**src/rtl/traffic_light_ctrl_n.sv**
```systemverilog
// N-direction traffic light FSM: tick-timed GREEN/YELLOW/ALLRED(/WALK) phases, round-robin
// direction rotation with sensor skip. Optional pedestrian WALK phase via TLC_PED_WALK_EN.
module traffic_light_ctrl_n #(
  parameter int NUM_DIR    = 4,
  parameter int CNT_W      = 8,
  parameter int GREEN_CYC  = 8,
  parameter int YELLOW_CYC = 3,
  parameter int ALLRED_CYC = 2,
  parameter int WALK_CYC   = 5,
  localparam int DIR_W     = $clog2(NUM_DIR)
) (
  input  logic               clk,
  input  logic               rst_n,
  input  logic               tick,
  input  logic               ped_req,
  input  logic [NUM_DIR-1:0] sensor,
  output logic [NUM_DIR-1:0] green,
  output logic [NUM_DIR-1:0] yellow,
  output logic [NUM_DIR-1:0] red,
  output logic               walk,
  output logic [1:0]         phase,
  output logic [DIR_W-1:0]   active_dir
);

  typedef enum logic [1:0] {
    ST_ALLRED = 2'd0,
    ST_GREEN  = 2'd1,
    ST_YELLOW = 2'd2,
    ST_WALK   = 2'd3
  } state_t;

  localparam logic [CNT_W-1:0] GREEN_LD  = CNT_W'(GREEN_CYC - 1);
  localparam logic [CNT_W-1:0] YELLOW_LD = CNT_W'(YELLOW_CYC - 1);
  localparam logic [CNT_W-1:0] ALLRED_LD = CNT_W'(ALLRED_CYC - 1);
  localparam logic [DIR_W-1:0] LAST_DIR  = DIR_W'(NUM_DIR - 1);

  state_t           state_q, state_d;
  logic [DIR_W-1:0] dir_q, dir_d;
  logic [CNT_W-1:0] timer_q, timer_d;
  logic [DIR_W-1:0] nxt_dir, cand;
  logic             found;
  logic             ped_pend_q;

  // Search from dir+1 so the current owner is only re-granted when nobody else is waiting.
  always_comb begin
    nxt_dir = (dir_q == LAST_DIR) ? '0 : dir_q + 1'b1;
    found   = 1'b0;
    cand    = '0;
    for (int k = 1; k <= NUM_DIR; k++) begin
      cand = DIR_W'((int'(dir_q) + k) % NUM_DIR);
      if (!found && sensor[cand]) begin
        found   = 1'b1;
        nxt_dir = cand;
      end
    end
  end

  always_comb begin
    state_d = state_q;
    dir_d   = dir_q;
    timer_d = timer_q;
    if (tick) begin
      if (timer_q == '0) begin
        unique case (state_q)
          ST_GREEN: begin
            state_d = ST_YELLOW;
            timer_d = YELLOW_LD;
          end
          ST_YELLOW: begin
            state_d = ST_ALLRED;
            timer_d = ALLRED_LD;
          end
          ST_ALLRED: begin
            if (ped_pend_q) begin
              state_d = ST_WALK;
              timer_d = CNT_W'(WALK_CYC - 1);
            end else begin
              state_d = ST_GREEN;
              dir_d   = nxt_dir;
              timer_d = GREEN_LD;
            end
          end
          default: begin
            state_d = ST_GREEN;
            dir_d   = nxt_dir;
            timer_d = GREEN_LD;
          end
        endcase
      end else begin
        timer_d = timer_q - 1'b1;
      end
    end
  end

  always_ff @(posedge clk or negedge rst_n) begin
    if (!rst_n) begin
      state_q <= ST_ALLRED;
      dir_q   <= LAST_DIR;
      timer_q <= ALLRED_LD;
    end else begin
      state_q <= state_d;
      dir_q   <= dir_d;
      timer_q <= timer_d;
    end
  end

`ifdef TLC_PED_WALK_EN
  logic ped_pend_d;

  // Clearing on WALK entry wins, so a press on the entry cycle is absorbed.
  always_comb begin
    ped_pend_d = ped_pend_q;
    if (ped_req && (state_q != ST_WALK)) ped_pend_d = 1'b1;
    if ((state_d == ST_WALK) && (state_q != ST_WALK)) ped_pend_d = 1'b0;
  end

  always_ff @(posedge clk or negedge rst_n) begin
    if (!rst_n) ped_pend_q <= 1'b0;
    else        ped_pend_q <= ped_pend_d;
  end
`else
  logic unused_ped_req;
  assign unused_ped_req = ped_req;
  assign ped_pend_q     = 1'b0;
`endif

  always_comb begin
    green  = '0;
    yellow = '0;
    red    = '1;
    unique case (state_q)
      ST_GREEN: begin
        green[dir_q] = 1'b1;
        red[dir_q]   = 1'b0;
      end
      ST_YELLOW: begin
        yellow[dir_q] = 1'b1;
        red[dir_q]    = 1'b0;
      end
      default: ;
    endcase
  end

`ifdef TLC_PED_WALK_EN
  assign walk = (state_q == ST_WALK);
`else
  assign walk = 1'b0;
`endif

  assign phase      = state_q;
  assign active_dir = dir_q;

endmodule

```
**config.mk**
```make
export PLATFORM = sky130hd
export DESIGN_NAME = traffic_light_ctrl_n
export DESIGN_NICKNAME = d
export VERILOG_FILES = /design/src/rtl/traffic_light_ctrl_n.sv
export SDC_FILE = /design/constraint.sdc
export NUM_CORES = 1
export LEC_CHECK = 0
export BUFFER_PORTS_ARGS = -buffer_cell sky130_fd_sc_hd__buf_2
export CORE_ASPECT_RATIO = 1.4
export CORE_MARGIN = 2
export CORE_UTILIZATION = 52
export DETAILED_ROUTE_END_ITERATION = 8
export GPL_ROUTABILITY_DRIVEN = 1
export GPL_TIMING_DRIVEN = 0
export PLACE_DENSITY = 0.77
export SLEW_MARGIN = 20
export SYNTH_ARGS = -nofsm -noshare
export SYNTH_HDL_FRONTEND = slang
export SYNTH_SLANG_ARGS = --single-unit
```
**constraint.sdc**
```tcl
create_clock -name clk -period 2.55 [get_ports clk]
set_input_delay 0.255 -clock clk [delete_from_list [all_inputs] [get_ports clk]]
set_output_delay 0.255 -clock clk [all_outputs]
set_load 0.005 [all_outputs]
```
==> results.yml, run 1 <==
status:
  status: "completed"
timing:
  fmax_ghz: 0.467
  setup_viol: 0
  relSlewSlack_pct: 56.4
  post-route-period-util_pct: 84.0
  final_max_slew_viol_count: 0
  hold_viol: 0
  worstMarginPinSlew_ns: 0.645
  hold_slack_ns: 0.214
  grt_setup_unrepaired: "no"
  layout_min_cycle_time_ns: 2.14
  fin_skew_ns: 0.00129
  setup_tns_ns: 0
drt:
  vias: 849
  routed-wl-met3_um: 92
  final_antenna_net_count: 0
  drt-initial-drc-count: 18
  wl_met1_um: 852
  dr.pass1.iters: 4
  drc_errors: 0
  wl_per_cell_um: 13.8
  routed_via_density: 5.62
  routed_wl_um: 2080
  top_layer: "met4"
  dr_wl_met2_um: 1090
floorplan:
  coreArea_um2: 1900
  io_pins: 25
  die_x_um: 41.5
  die_y_um: 56.4
  dieArea_um2: 2340
  std_cell_rows: 19
  initial_core_util_pct: 53.7
worst_setup_path:
  worstSetupPathType: "reg -> reg"
  worst-path-buf-inv: 2
  cpMaxStageDelayCell: "dfstp_2"
  critPathLaunch: "active_dir[0]"
  cp_slowest_stage_delay_ns: 0.61
  path_cells: "buf_6, inv_1, ha_1, mux4_1, nor2b_1, nor4_1, mux2_1"
  worst_ep_arrival_time_ns: 2.35
  critPathLaunchType: "flip-flop"
  path_delay_family: "flip-flops"
  r2r_start: "active_dir[0]"
  endpoint_kind: "flip-flop"
  path_max_fanout: 10
  worstPathRequired_ns: 2.76
power:
  power_frac_comb_pct: 54.1
  powerDensity_nw_per_um2: 1050
  intPower_w: 0.000738
  p_sw_share_pct: 41.8
  p_seq_share_pct: 33.7
  pwr-share-clk_pct: 12.2
  total_leakage_power_nw: 0.556
  vdd_drop_max_v: 0.000645
  power_switching_w: 0.000529
placed_design:
  io_buffers: 22
  hpwl_um: 1590
  gp_congestion: 0.854
logic_synthesis:
  synth_cell_type_count: 40
  avgSynthCellArea_um2: 9.91
  synthFlopType: "dfrtp_1"
  synth_top_area_share_pct: 22.1
  synth_nets: 121
  syn-cell-area_um2: 1020
  synth_edf_count: 0
  netlist_top_cells_area: "dfrtp_1 (22%), ha_1 (12%), dfstp_2 (7.7%)"
  synth.most_common_cell: "ha_1"
  ys_seq_area_share_pct: 29.8
  yosys_warnings: 0
  yosys-top-cells-count: "ha_1 (10), dfrtp_1 (9), and2_1 (8)"
  yosysTopAreaCell: "dfrtp_1"
  synth_async_sr_flop_share_pct: 100
  syn_inst: 103
  synth_seq_cells: 12
clock_tree:
  tritoncts: "built"
  cts_setup_buffers: 0
  htreeDepth: 1
  cts_buffer_depth: 2
  cts.repair.resized: 0
  cts-hold-fix-buffers: 1
  cts_sinks: 12
  cts.clk_slew.worst_paths_ns: 0.08
  worstSkewPairLatency_ns: 0.28
  cts-root-buf: "clkbuf_4"
  cts_buffers: 3
layout:
  layout-drive-gt1-share_pct: 27.7
  antenna_cells: 0
  nets: 149
  area_growth_pct: 17.9
global_route:
  grt_first_pass_wirelength_um: 3610
  gr-usage-all-layers_pct: 19.4
  grt_max_degree: 13
  overflow: 0
  grt_pass1_vias: 826
  antenna_found_initial: 0
min_path:
  min_path_type: "in -> reg"
  min_from: "tick"
job:
  maxCapViolations: 0
-- logic make-up (layout without fill, tap and decap cells) --
family	after synthesis	after routing	share of synthesized area, %
XOR/XNOR	3	3	2.57
AO/OA/AOI/OAI	12	12	9.19
flip-flops	12	12	29.8
multiplexers	9	9	12.5
adder cells (fa/ha/maj)	11	11	13.2
buffers and inverters	9	36	4.41
other	1	1	0.367
AND/OR/NAND/NOR	46	46	27.9
-- registers in the layout, indices dropped and copies added, names as in the netlist --
| register | cells |
|---|---|
| timer_q | 8 |
| active_dir | 2 |
| phase | 2 |
-- path summary, 6_finish.rpt --
path,slack (ns),depth (start not counted),end
worst max-delay path,0.41,7,active_dir[0]
worst min-delay path,0.21,2,timer_q[0]
worst max register to register,0.41,7,active_dir[0]
worst min register to register,0.55,2,timer_q[0]
max in group asynchronous,1.91,2,active_dir[0]
min in group asynchronous,0.37,2,timer_q[1]
-- power groups by stage --
stage               combinational [W]  clock [W]  sequential [W]
floorplan                    0.000482          0        0.000403
global placement             0.000658          0        0.000418
detailed placement           0.000680          0        0.000428
CTS                          0.000692   0.000154        0.000424
global route                 0.000774   0.000160        0.000447
finish                       0.000685   0.000155        0.000428
-- area by class of cell --
class	count	area, um2
Fill cell	163	698
Multi-Input combinational cell	82	672
Sequential cell	12	304
Timing Repair Buffer	23	120
Clock buffer	4	36.3
Tap cell	21	26.3
Buffer	3	22.5
Inverter	6	22.5
-- per-layer routing --
layer	vias up	global-route usage, %
met4	0	10.1
met3	5	1.29
met1	400	22.5
met5	-	0
met2	27	34.8
li1	417	-
-- metrics by stage --
| step | cells | util (%) | total power [W] | instance area, um2 | setup slack (ns) |
|---|---|---|---|---|---|
| finish | 151 | 63.3 | 0.00127 | 1200 | 0.408 |
| CTS | 151 | 63.3 | 0.00127 | 1200 | 0.408 |
| detailed placement | 146 | 60.9 | 0.00111 | 1160 | 0.419 |
| global route | 151 | 63.3 | 0.00138 | 1200 | 0.305 |
| global placement | 146 | 60.9 | 0.00108 | 1160 | 0.452 |
| floorplan | 103 | - | 0.000884 | 1020 | 0.545 |
-- cell usage in the layout, fill, tap and decap left out, types with 2 or more instances in the layout --
| cell | synthesis | final |
|---|---|---|
| o21a_1 | 2 | 2 |
| buf_2 | 0 | 22 |
| o21ai_0 | 4 | 4 |
| clkbuf_4 | 0 | 3 |
| mux2_2 | 2 | 2 |
| a21oi_1 | 2 | 2 |
| nor2b_1 | 2 | 2 |
| and2_1 | 8 | 8 |
| xor2_1 | 2 | 2 |
| inv_1 | 6 | 6 |
| nor2_1 | 7 | 7 |
| dfrtp_1 | 9 | 9 |
| nand2b_1 | 4 | 4 |
| nand2_1 | 5 | 5 |
| nand3_1 | 2 | 2 |
| nor4b_1 | 3 | 3 |
| ha_1 | 10 | 10 |
| mux2i_1 | 3 | 3 |
| dfstp_2 | 3 | 3 |
| mux2_1 | 2 | 2 |
| mux4_1 | 2 | 2 |
| nand3b_1 | 3 | 3 |
| nor3_1 | 3 | 3 |
Note: power is estimated with default switching activity, not from simulation.
==> inputs of run 2 (changes only) <==
Settings changed: CORE_UTILIZATION 52 to 47, PLACE_DENSITY 0.77 to 0.73.
Clock period 2.55 ns to 1.95 ns, I/O delays scaled along.
==> results.yml, run 2 (same netlist as run 1, synthesis figures left out) <==
status:
  status: "finished with violations"
  violations: "setup timing"
layout:
  layout_common_cells: "buf_2 (22), dfrtp_1 (9), and2_1 (8), ha_1 (8)"
  nets: 156
  layout.area.seq_um2: 304
  largest_reg_flops: 8
  regMostFlops: "timer_q"
  final_common_cell: "buf_2"
  layout-drive-gt1-share_pct: 40.9
  multiInputGateArea_um2: 738
  fillers: 189
  antenna_cells: 0
  area_growth_pct: 29.5
floorplan:
  io_pins: 25
  std_cell_rows: 20
  die_y_um: 59.1
  coreArea_um2: 2100
  die_x_um: 43.4
  dieArea_um2: 2570
  initial_core_util_pct: 48.6
drt:
  routed_via_density: 5.58
  routed_wl_um: 2260
  dr.pass1.iters: 4
  final_antenna_net_count: 0
  drc_errors: 0
  vias: 888
  wl_per_cell_um: 14.2
  drt-initial-drc-count: 15
worst_setup_path:
  reg2reg_slack_ns: -0.08
  reg2reg_depth: 6
  r2r_start: "timer_q[1]"
  worstSetupPathType: "reg -> reg"
  rr_endpoint: "timer_q[1]"
  path_max_fanout: 2
  worst_ep_arrival_time_ns: 2.23
  endpoint_kind: "flip-flop"
  critPathLaunchType: "flip-flop"
  worstPathRequired_ns: 2.16
min_path:
  min_path_type: "in -> reg"
  hold_path_end: "timer_q[0]"
  whs_path_depth: 2
  min_from: "tick"
power:
  total_leakage_power_nw: 0.599
  vdd_drop_max_v: 0.000908
  total_power_w: 0.00192
  powerDensity_nw_per_um2: 1450
clock_tree:
  cts.clk_slew.worst_paths_ns: 0.08
  worstSkewPairLatency_ns: 0.28
  cts-root-buf: "clkbuf_4"
  tritoncts: "built"
  cts_buffer_depth: 2
  cts_sinks: 12
  cts_buffers: 3
  htreeDepth: 1
timing:
  layout_min_cycle_time_ns: 2.03
  relSlewSlack_pct: 56.9
  hold_viol: 0
  post-route-period-util_pct: 104
  hold_slack_ns: 0.152
  worst_slack_ns: -0.0784
  final_max_slew_viol_count: 0
  fin_skew_ns: 0.00763
  grt_setup_unrepaired: "yes"
  worstMarginPinSlew_ns: 0.637
  fmax_ghz: 0.493
  setup_viol: 3
global_route:
  grt_first_pass_wirelength_um: 3550
  grt_pass1_vias: 830
  gr-usage-all-layers_pct: 18.9
  antenna_found_initial: 0
  grt_max_degree: 13
  overflow: 0
placed_design:
  hpwl_um: 1560
  io_buffers: 22
  gp_congestion: 0.852
  post-place-ws_ns: -0.0940
job:
  maxCapViolations: 0
-- run 2: worst max-delay path by stage --
stage / to / slack, ns / startpoint
2_1_floorplan: active_dir[0] / 0.009 / active_dir[0]
3_3_place_gp: active_dir[0] / -0.06 / active_dir[0]
3_5_place_dp: active_dir[0] / -0.09 / active_dir[0]
4_1_cts: active_dir[0] / -0.01 / active_dir[0]
5_1_grt: timer_q[1] / -0.17 / timer_q[1]
6_report: timer_q[1] / -0.08 / timer_q[1]
-- run 2: per-layer routing --
metal | GRT usage [%] | up-vias | routed length [um]
met1 | 19.1 | 419 | 908
met4 | 15.2 | 0 | 76
met2 | 33.3 | 29 | 1180
met5 | 0 | - | 0
met3 | 3.05 | 7 | 103
li1 | - | 433 | -
-- run 2: area by class of cell --
type | instances | share of cell area, %
buffer | 3 | 1.70
clock buffer | 4 | 1.99
inverter | 6 | 2.08
multi-input combinational | 82 | 55.8
sequential | 12 | 23.0
tap | 22 | 2.08
timing repair buffer | 30 | 13.3
-- run 2: where the power goes --
group          switching (W)  internal (W)  leakage [nW]
clock              0.0000848     0.0000794        0.0150
combinational       0.000544      0.000656         0.445
sequential          0.000159      0.000393         0.139
total               0.000788       0.00113         0.599
-- run 2: critical path, stage by stage, from the launching register on --
cell     delay (ns)
dfrtp_1        0.40
inv_2          0.08
ha_4           0.12
or4b_4         0.48
nor4_4         0.40
mux2_4         0.34
mux2i_1        0.14
-- run 2: stage by stage --
| step | cells | setup TNS (ns) | util [%] | area [um2] |
|---|---|---|---|---|
| floorplan | 103 | 0 | - | 1030 |
| global placement | 147 | -0.0554 | 55.5 | 1170 |
| detailed placement | 147 | -0.0940 | 55.5 | 1170 |
| CTS | 155 | -0.0117 | 58.9 | 1240 |
| global route | 159 | -0.472 | 62.9 | 1320 |
| finish | 159 | -0.168 | 62.9 | 1320 |
-- run 2: what timing repair did --
item,4_1_cts,5_1_grt
pin swaps,1,6
endpoints found under the hold margin,9,0
setup buffers,3,4
setup endpoints to repair,3,6
gates resized for setup,3,16
hold buffers,1,0
==> inputs of run 3 (changes only) <==
--- a/config.mk
+++ b/config.mk
@@ -14,4 +14,5 @@
 export GPL_TIMING_DRIVEN = 0
 export PLACE_DENSITY = 0.73
+export SKIP_CTS_REPAIR_TIMING = 1
 export SLEW_MARGIN = 20
 export SYNTH_ARGS = -nofsm -noshare
==> constraint.sdc (replaced) <==
create_clock -name clk -period 1.95 [get_ports clk]
set_input_delay 0.0975 -clock clk [delete_from_list [all_inputs] [get_ports clk]]
set_output_delay 0.0975 -clock clk [all_outputs]
set_load 0.005 [all_outputs]
==> results.yml, run 3 (same netlist as run 1, synthesis figures left out) <==
status:
  status: "completed"
timing:
  final_max_slew_viol_count: 0
  grt_setup_unrepaired: "yes"
  post-route-period-util_pct: 100
  setup_viol: 0
  hold_viol: 0
  relSlewSlack_pct: 53.0
  setup_tns_ns: 0
  worstMarginPinSlew_ns: 0.695
  fmax_ghz: 0.513
  fin_skew_ns: 0.00231
  layout_min_cycle_time_ns: 1.95
  hold_slack_ns: 0.0698
floorplan:
  coreArea_um2: 2100
  die_x_um: 43.4
  dieArea_um2: 2570
  std_cell_rows: 20
  initial_core_util_pct: 48.6
  io_pins: 25
  die_y_um: 59.1
clock_tree:
  cts_buffers: 3
  cts-root-buf: "clkbuf_4"
  tritoncts: "built"
  cts.clk_slew.worst_paths_ns: 0.07
  cts_sinks: 12
  worstSkewPairLatency_ns: 0.27
  cts_buffer_depth: 2
  htreeDepth: 1
worst_setup_path:
  path_max_fanout: 2
  worstPathRequired_ns: 2.15
  endpoint_kind: "flip-flop"
  worstSetupPathType: "reg -> reg"
  worst_ep_arrival_time_ns: 2.15
  critPathLaunchType: "flip-flop"
  path_cells: "inv_2, ha_4, or4b_4, nor4_4, mux2_4, mux2i_1"
  cp_slowest_stage_delay_ns: 0.47
  worst-path-buf-inv: 1
  cpMaxStageDelayCell: "or4b_4"
  path_delay_family: "simple AND/OR/NAND/NOR gates"
layout:
  multiInputGateArea_um2: 724
  antenna_cells: 0
  fillers: 191
  regMostFlops: "timer_q"
  final_common_cell: "buf_2"
  layout-drive-gt1-share_pct: 39.9
  layout_common_cells: "buf_2 (22), dfrtp_1 (9), and2_1 (8), ha_1 (8), buf_4 (8)"
  area_growth_pct: 28.9
  nets: 157
  layout.area.seq_um2: 304
  largest_reg_flops: 8
global_route:
  grt_max_degree: 13
  grt_first_pass_wirelength_um: 3490
  antenna_found_initial: 0
  grt_pass1_vias: 811
  overflow: 0
  gr-usage-all-layers_pct: 18.5
drt:
  drt-initial-drc-count: 20
  drc_errors: 0
  routed_via_density: 5.51
  vias: 881
  routed_wl_um: 2220
  dr_wl_met2_um: 1170
  wl_met1_um: 912
  top_layer: "met4"
  wl_per_cell_um: 13.9
  dr.pass1.iters: 4
  final_antenna_net_count: 0
  routed-wl-met3_um: 85
min_path:
  min_path_type: "in -> reg"
placed_design:
  gp_congestion: 0.852
  hpwl_um: 1560
  io_buffers: 22
power:
  vdd_drop_max_v: 0.000910
  total_leakage_power_nw: 0.599
  powerDensity_nw_per_um2: 1440
job:
  maxCapViolations: 0
-- run 3: path summary, 6_finish.rpt --
check / start / endpoint / slack [ns] / cells after the start
max: timer_q[1] / timer_q[1] / 0.0009 / 6
max reg2reg: timer_q[1] / timer_q[1] / 0.0009 / 6
min in group asynchronous: rst_n / timer_q[1] / 0.21 / 2
max in group asynchronous: rst_n / active_dir[0] / 1.47 / 2
min reg2reg: timer_q[0] / timer_q[0] / 0.53 / 2
min: tick / timer_q[0] / 0.07 / 2
-- run 3: routing by layer --
metal	GRT usage, %	vias up
met3	2.74	6
met2	33.9	24
li1	-	433
met5	0	-
met1	19.1	418
met4	11.7	0
-- run 3: area by class of cell --
type | instances | area share, %
Timing Repair Buffer | 31 | 14.0
Inverter | 6 | 2.09
Sequential cell | 12 | 23.1
Buffer | 3 | 1.71
Tap cell | 22 | 2.09
Clock buffer | 4 | 2.00
Multi-Input combinational cell | 82 | 55.0
-- run 3: per-stage QoR --
stage          total power [W]  worst slack (ns)  cells  area, um2  utilization (%)
2_1_floorplan          0.00119           0.00919    103       1030                -
3_3_place_gp           0.00145           -0.0554    147       1170             55.5
3_5_place_dp           0.00148           -0.0940    147       1170             55.5
4_1_cts                0.00165            -0.106    151       1190             56.8
5_1_grt                0.00207           -0.0941    160       1320             62.6
6_report               0.00190          0.000910    160       1320             62.6
-- run 3: power breakdown --
group          internal, W  switching (W)  total (W)
combinational     0.000652       0.000526    0.00118
clock            0.0000793      0.0000820   0.000161
sequential        0.000393       0.000170   0.000563
